**src/rtl/cpu_sequencer.sv**
```systemverilog
// Multi-cycle control unit for the 8-bit C0 datapath: owns the PC, fetches
// 24-bit instruction words over req/ack, and drives the datapath select lines.
module cpu_sequencer #(
  parameter int ADDR_W = 8,
  parameter int DATA_W = 8
) (
  input  logic              CLK,
  input  logic              RST_N,
  output logic              I_REQ,
  output logic [ADDR_W-1:0] I_ADDR,
  input  logic              I_ACK,
  input  logic [23:0]       I_DATA,
  input  logic [7:0]        FLAG,
  output logic [DATA_W-1:0] IMM,
  output logic [3:0]        opcode_alu,
  output logic [1:0]        MS,
  output logic [2:0]        RS,
  output logic [2:0]        AR,
  output logic [2:0]        BS,
  output logic              IRS,
  output logic              E,
  output logic              flagWbit,
  output logic              HALTED,
  output logic [2:0]        STATE
);

  typedef enum logic [2:0] {
    S_IDLE   = 3'd0,
    S_FETCH  = 3'd1,
    S_DECODE = 3'd2,
    S_EXEC   = 3'd3,
    S_WB     = 3'd4,
    S_HALT   = 3'd5
  } state_t;

  localparam logic [2:0] C_ALUR = 3'b001;
  localparam logic [2:0] C_ALUI = 3'b010;
  localparam logic [2:0] C_MOVI = 3'b011;
  localparam logic [2:0] C_MOVR = 3'b100;
  localparam logic [2:0] C_JCC  = 3'b101;
  localparam logic [2:0] C_JMP  = 3'b110;
  localparam logic [2:0] C_HALT = 3'b111;

  state_t              state_q, state_d;
  logic [ADDR_W-1:0]   pc_q, pc_d;
  logic                req_q, req_d;
  logic [2:0]          cls_q, cls_d;
  logic [DATA_W-1:0]   imm_q, imm_d;
  logic [3:0]          op_q, op_d;
  logic [1:0]          ms_q, ms_d;
  logic [2:0]          rs_q, rs_d;
  logic [2:0]          ar_q, ar_d;
  logic [2:0]          bs_q, bs_d;
  logic                irs_q, irs_d;
  logic                e_q, e_d;
  logic                fw_q, fw_d;
  logic                halted_q, halted_d;
  logic                take_q, take_d;

  // Fetch handshake: I_REQ is raised on entry to FETCH and, together with
  // I_ADDR, held stable until a rising edge sees I_ACK=1; that edge captures
  // I_DATA and drops I_REQ. I_ACK in any other state is ignored.
  always_comb begin
    state_d  = state_q;
    pc_d     = pc_q;
    req_d    = req_q;
    cls_d    = cls_q;
    imm_d    = imm_q;
    op_d     = op_q;
    ms_d     = ms_q;
    rs_d     = rs_q;
    ar_d     = ar_q;
    bs_d     = bs_q;
    irs_d    = irs_q;
    e_d      = 1'b0;
    fw_d     = 1'b0;
    halted_d = halted_q;
    take_d   = take_q;

    case (state_q)
      S_IDLE: begin
        state_d = S_FETCH;
        req_d   = 1'b1;
      end
      S_FETCH: begin
        if (I_ACK) begin
          // Decode straight from the bus so the select lines are already
          // valid during DECODE and stay frozen through EXEC and WB.
          req_d   = 1'b0;
          state_d = S_DECODE;
          cls_d   = I_DATA[23:21];
          op_d    = I_DATA[20:17];
          rs_d    = I_DATA[16:14];
          ar_d    = I_DATA[13:11];
          bs_d    = I_DATA[10:8];
          imm_d   = DATA_W'(I_DATA[7:0]);
          irs_d   = (I_DATA[23:21] == C_ALUI);
          case (I_DATA[23:21])
            C_MOVI:  ms_d = 2'b10;
            C_MOVR:  ms_d = 2'b01;
            default: ms_d = 2'b00;
          endcase
        end
      end
      S_DECODE: state_d = S_EXEC;
      S_EXEC: begin
        state_d = S_WB;
        e_d     = (cls_q == C_ALUR) || (cls_q == C_ALUI) ||
                  (cls_q == C_MOVI) || (cls_q == C_MOVR);
        fw_d    = (cls_q == C_ALUR) || (cls_q == C_ALUI);
        // The jump condition is frozen here; FLAG may move during WB.
        take_d  = (cls_q == C_JMP) ||
                  ((cls_q == C_JCC) && (FLAG[bs_q] == op_q[0]));
      end
      S_WB: begin
        if (cls_q == C_HALT) begin
          state_d  = S_HALT;
          halted_d = 1'b1;
          req_d    = 1'b0;
        end else begin
          state_d = S_FETCH;
          req_d   = 1'b1;
          pc_d    = take_q ? ADDR_W'(imm_q) : pc_q + ADDR_W'(1);
        end
      end
      S_HALT: begin
        state_d = S_HALT;
        req_d   = 1'b0;
      end
      default: state_d = S_IDLE;
    endcase
  end

  always_ff @(posedge CLK or negedge RST_N) begin
    if (!RST_N) begin
      state_q  <= S_IDLE;
      pc_q     <= '0;
      req_q    <= 1'b0;
      cls_q    <= '0;
      imm_q    <= '0;
      op_q     <= '0;
      ms_q     <= '0;
      rs_q     <= '0;
      ar_q     <= '0;
      bs_q     <= '0;
      irs_q    <= 1'b0;
      e_q      <= 1'b0;
      fw_q     <= 1'b0;
      halted_q <= 1'b0;
      take_q   <= 1'b0;
    end else begin
      state_q  <= state_d;
      pc_q     <= pc_d;
      req_q    <= req_d;
      cls_q    <= cls_d;
      imm_q    <= imm_d;
      op_q     <= op_d;
      ms_q     <= ms_d;
      rs_q     <= rs_d;
      ar_q     <= ar_d;
      bs_q     <= bs_d;
      irs_q    <= irs_d;
      e_q      <= e_d;
      fw_q     <= fw_d;
      halted_q <= halted_d;
      take_q   <= take_d;
    end
  end

  assign I_REQ      = req_q;
  assign I_ADDR     = pc_q;
  assign IMM        = imm_q;
  assign opcode_alu = op_q;
  assign MS         = ms_q;
  assign RS         = rs_q;
  assign AR         = ar_q;
  assign BS         = bs_q;
  assign IRS        = irs_q;
  assign E          = e_q;
  assign flagWbit   = fw_q;
  assign HALTED     = halted_q;
  assign STATE      = state_q;

endmodule

```
**config.mk**
```make
export PLATFORM = sky130hd
export DESIGN_NAME = cpu_sequencer
export DESIGN_NICKNAME = d
export VERILOG_FILES = /design/src/rtl/cpu_sequencer.sv
export SDC_FILE = /design/constraint.sdc
export NUM_CORES = 1
export LEC_CHECK = 0
export BUFFER_PORTS_ARGS = -buffer_cell sky130_fd_sc_hd__buf_2
export CORE_UTILIZATION = 52
export DETAILED_ROUTE_END_ITERATION = 6
export PLACE_DENSITY = 0.91
export SETUP_SLACK_MARGIN = 0.5
export SYNTH_ARGS = -nofsm -noshare
export SYNTH_HDL_FRONTEND = slang
export SYNTH_SLANG_ARGS = --single-unit
```
**constraint.sdc**
```tcl
create_clock -name CLK -period 4.7 [get_ports CLK]
set_input_delay 0.94 -clock CLK [delete_from_list [all_inputs] [get_ports CLK]]
set_output_delay 0.94 -clock CLK [all_outputs]
set_load 0.01 [all_outputs]
```
==> flow_metrics.py <==
metrics = {
    "timing": {
        "finalCritPeriodShare_pct": 42.1,
        "post-route-worst-setup-slack_ps": 2720,
        "final-max-slew-violation-count": 0,
        "period_needed_ps": 1980,
        "transition_at_the_pin_with_the_smallest_max_transition_slack_ps": 912,
        "unrepaired_setup_endpoints_after_global_routing": "no",
        "hold_viol_final": 0,
        "finalSetupViolCount": 0,
        "relSlewSlack_pct": 39.2,
        "fin_skew_ps": 11.9,
        "hold_slack_ps": 485,
        "finalSetupTns_ps": 0,
        "fmax_mhz": 506,
    },
    "critical_path": {
        "r2r_slack_ps": 3010,
        "cp_slowest_cell": "sky130_fd_sc_hd__dfrtp_1",
        "number_of_gates_on_the_worst_path_with_buffers_counted": 1,
        "critical_path.startpoint_type": "flop",
        "critical_path.endpoint": "STATE[2]",
        "crit_required_ps": 3760,
        "critical_path.n_buffers_inverters": 1,
        "worst_setup_path_startpoint": "STATE[2]",
        "rr_startpoint": "STATE[2]",
        "cp_cell_sequence": "buf_2",
        "path_max_fanout": 11,
        "timing.reg2reg.worst_path_depth": 3,
        "cp.arrival_ps": 1040,
        "critPathKind": "reg -> out",
        "max_stage_delay_ps": 550,
        "end_kind": "output port",
        "r2r_end": "cls_q[1]",
        "critical_path.top_delay_family": "flip-flops",
    },
    "clock_tree": {
        "insertion_delay_ps": 290,
        "cts.reportedPaths.clkPinSlew_ps": 70,
        "htree_levels": 2,
        "post-cts-setup-buffers": 0,
        "cts_sinks": 43,
        "numCtsBuffers": 5,
        "cts_tree": "done",
        "cts-root-buf": "sky130_fd_sc_hd__clkbuf_8",
        "cts-hold-fix-buffers": 0,
        "cts.path.max_buffers": 2,
        "post_cts_sizing_count": 0,
    },
    "placed_design": {
        "place.detailed.hpwl_um": 2880,
        "gpl.final_weighted_congestion": 0.780,
        "placedInstanceArea_sq_mm": 0.00237,
        "detailedPlace.worstSlack_ps": 2460,
        "io_buffers": 73,
    },
    "synthesis": {
        "netlist_area_sq_mm": 0.00201,
        "synth-main-ff-cell": "sky130_fd_sc_hd__dfrtp_1",
        "synth_top_area_share_pct": 53.6,
        "netlist-cell-type-count": 36,
        "synth_top_cell_by_area": "sky130_fd_sc_hd__dfrtp_1",
        "count_of_flip_flops_with_a_built_in_enable_after_synthesis": 0,
        "asyncSetResetFlopFracSynth_pct": 100,
        "post_synth_most_frequent_cells": "sky130_fd_sc_hd__dfrtp_1, sky130_fd_sc_hd__mux2_2, sky130_fd_sc_hd__o21ai_0",
        "number_of_warnings_printed_during_yosys_synthesis": 0,
        "synth.area.top_cells": "sky130_fd_sc_hd__dfrtp_1, sky130_fd_sc_hd__mux2_2, sky130_fd_sc_hd__mux2_4",
        "ys_ff_latch": 43,
        "netlist_instances": 166,
        "synth.most_common_cell": "sky130_fd_sc_hd__dfrtp_1",
        "synth.net_count": 202,
        "post_synth.cell_area_avg_sq_um": 12.1,
        "register_area_share_after_synthesis_pct": 53.6,
    },
    "power": {
        "switching_share_pct": 37.4,
        "power_frac_comb_pct": 40.1,
        "p_total_mw": 1.59,
        "share_seq_of_total_power_pct": 45.7,
        "irDropWorstVdd_mv": 0.433,
        "power.static_leakage_nw": 1.17,
        "power.net_switching_mw": 0.594,
        "clock_power_share_pct": 14.2,
        "power_report.internal_total_mw": 0.995,
        "power_per_cell_area_mw_per_mm2": 647,
    },
    "grt": {
        "grt_remaining_overflow": 0,
        "grt_antenna_before_repair": 0,
        "wire_length_of_the_first_global_routing_pass_um": 6400,
        "grt_start_max_net_pins": 44,
        "grt_pass1_vias": 1468,
        "track_usage_pct": 20.2,
    },
    "die": {
        "starting_density_of_the_core_pct": 54.4,
        "die_height_um": 64.1,
        "die_width_um": 64.1,
        "die_area_sq_mm": 0.00411,
        "floorplan.io_pins": 74,
        "core_sq_mm": 0.00369,
        "row_count": 22,
    },
    "cells_and_area": {
        "post-route-cell-area_sq_mm": 0.00246,
        "final_nets": 275,
        "layout.filler_cells": 301,
        "antenna_cells_inserted": 0,
        "drive_gt1_share_pct": 45.4,
        "areaGrowthSynthToFinish_pct": 22.5,
    },
    "drt": {
        "routed_wl_um": 3930,
        "detail_route.iter0.violations": 76,
        "detail-route-antenna-nets": 0,
        "drc_errors": 0,
        "routed_length_per_placed_instance_um": 13.6,
        "routed-via-count": 1565,
        "drt_pre_antenna_iters": 4,
        "viasPerCell": 5.43,
    },
    "outcome": {
        "run_status": "completed",
    },
    "hold_path": {
        "timing.hold.worst.class": "reg -> reg",
    },
    "run": {
        "maxCapViolCount": 0,
    },
}
## power groups by stage
| stage | clock network (mW) | logic (mW) | registers (mW) |
|---|---|---|---|
| 6_report | 0.225 | 0.638 | 0.726 |
| 5_1_grt | 0.247 | 0.695 | 0.750 |
| 4_1_cts | 0.230 | 0.648 | 0.726 |
| 3_5_place_dp | 0 | 0.648 | 0.730 |
| 3_3_place_gp | 0 | 0.622 | 0.721 |
| 2_1_floorplan | 0 | 0.396 | 0.752 |
## layout by cell type, fill, tap and decap left out, drive strengths merged
cell / synthesis / routed
nor4: 2 / 2
clkbuf: 2 / 6
or3b: 1 / 1
mux4: 1 / 1
a21oi: 7 / 7
dfrtp: 43 / 43
nand3: 6 / 6
ha: 1 / 1
clkinv: 0 / 1
nand3b: 2 / 2
nor4b: 1 / 1
o21ai: 17 / 17
o22ai: 1 / 1
o211ai: 1 / 1
clkinvlp: 0 / 1
o2bb2ai: 1 / 1
nand4b: 1 / 1
xor2: 1 / 1
inv: 3 / 3
mux2i: 6 / 6
nor3: 4 / 4
xnor2: 2 / 2
nand2: 9 / 9
nor2b: 1 / 1
nand4bb: 1 / 1
nor3b: 2 / 2
a31oi: 2 / 2
buf: 6 / 74
nor4bb: 1 / 1
nor2: 12 / 12
o21bai: 1 / 1
and3: 2 / 2
mux2: 26 / 26
## cells by family after synthesis
family / after synthesis / synth area share (%)
fa+ha+maj: 1 / 0.624
simple gates: 45 / 12.6
mux: 33 / 19.8
flops: 43 / 53.6
buf+inv: 11 / 3.87
xor+xnor: 3 / 1.31
compound gates: 30 / 8.11
## area by class of cell
class | count | area, sq um | share of cell area [%]
Clock inverter | 2 | 12.5 | 0.509
Tap cell | 48 | 60.1 | 2.44
Sequential cell | 43 | 1080 | 43.8
Timing Repair Buffer | 74 | 373 | 15.2
Inverter | 3 | 11.3 | 0.458
Multi-Input combinational cell | 112 | 852 | 34.7
Clock buffer | 6 | 72.6 | 2.95
## flip-flops by register name, indices dropped and copies added, names as in the netlist
signal	count
IMM	8
I_ADDR	8
opcode_alu	4
AR	3
BS	3
RS	3
STATE	3
cls_q	3
MS	2
E	1
HALTED	1
IRS	1
I_REQ	1
flagWbit	1
take_q	1
## stage by stage
| stage | instances | util [%] |
|---|---|---|
| 2_1_floorplan | 166 | - |
| 3_3_place_gp | 280 | 64.3 |
| 3_5_place_dp | 280 | 64.3 |
| 5_1_grt | 288 | 66.6 |
| 6_report | 288 | 66.6 |
| 4_1_cts | 288 | 66.6 |
## worst min-delay path by stage
stage | depth (start not counted) | slack, ps | endpoint | from
after floorplan | 1 | 510 | HALTED | HALTED
after global placement | 1 | 470 | HALTED | HALTED
after detailed placement | 1 | 470 | HALTED | HALTED
after CTS | 1 | 490 | HALTED | HALTED
after global routing | 1 | 510 | HALTED | HALTED
final | 1 | 480 | HALTED | HALTED
## per-layer routing
metal	wire [um]	global-route usage, %	vias up
met4	31	5.00	0
met3	273	4.29	5
li1	-	-	748
met2	1950	35.4	63
met5	0	0	-
met1	1670	25.4	749
Note: power is estimated with default switching activity, not from simulation.
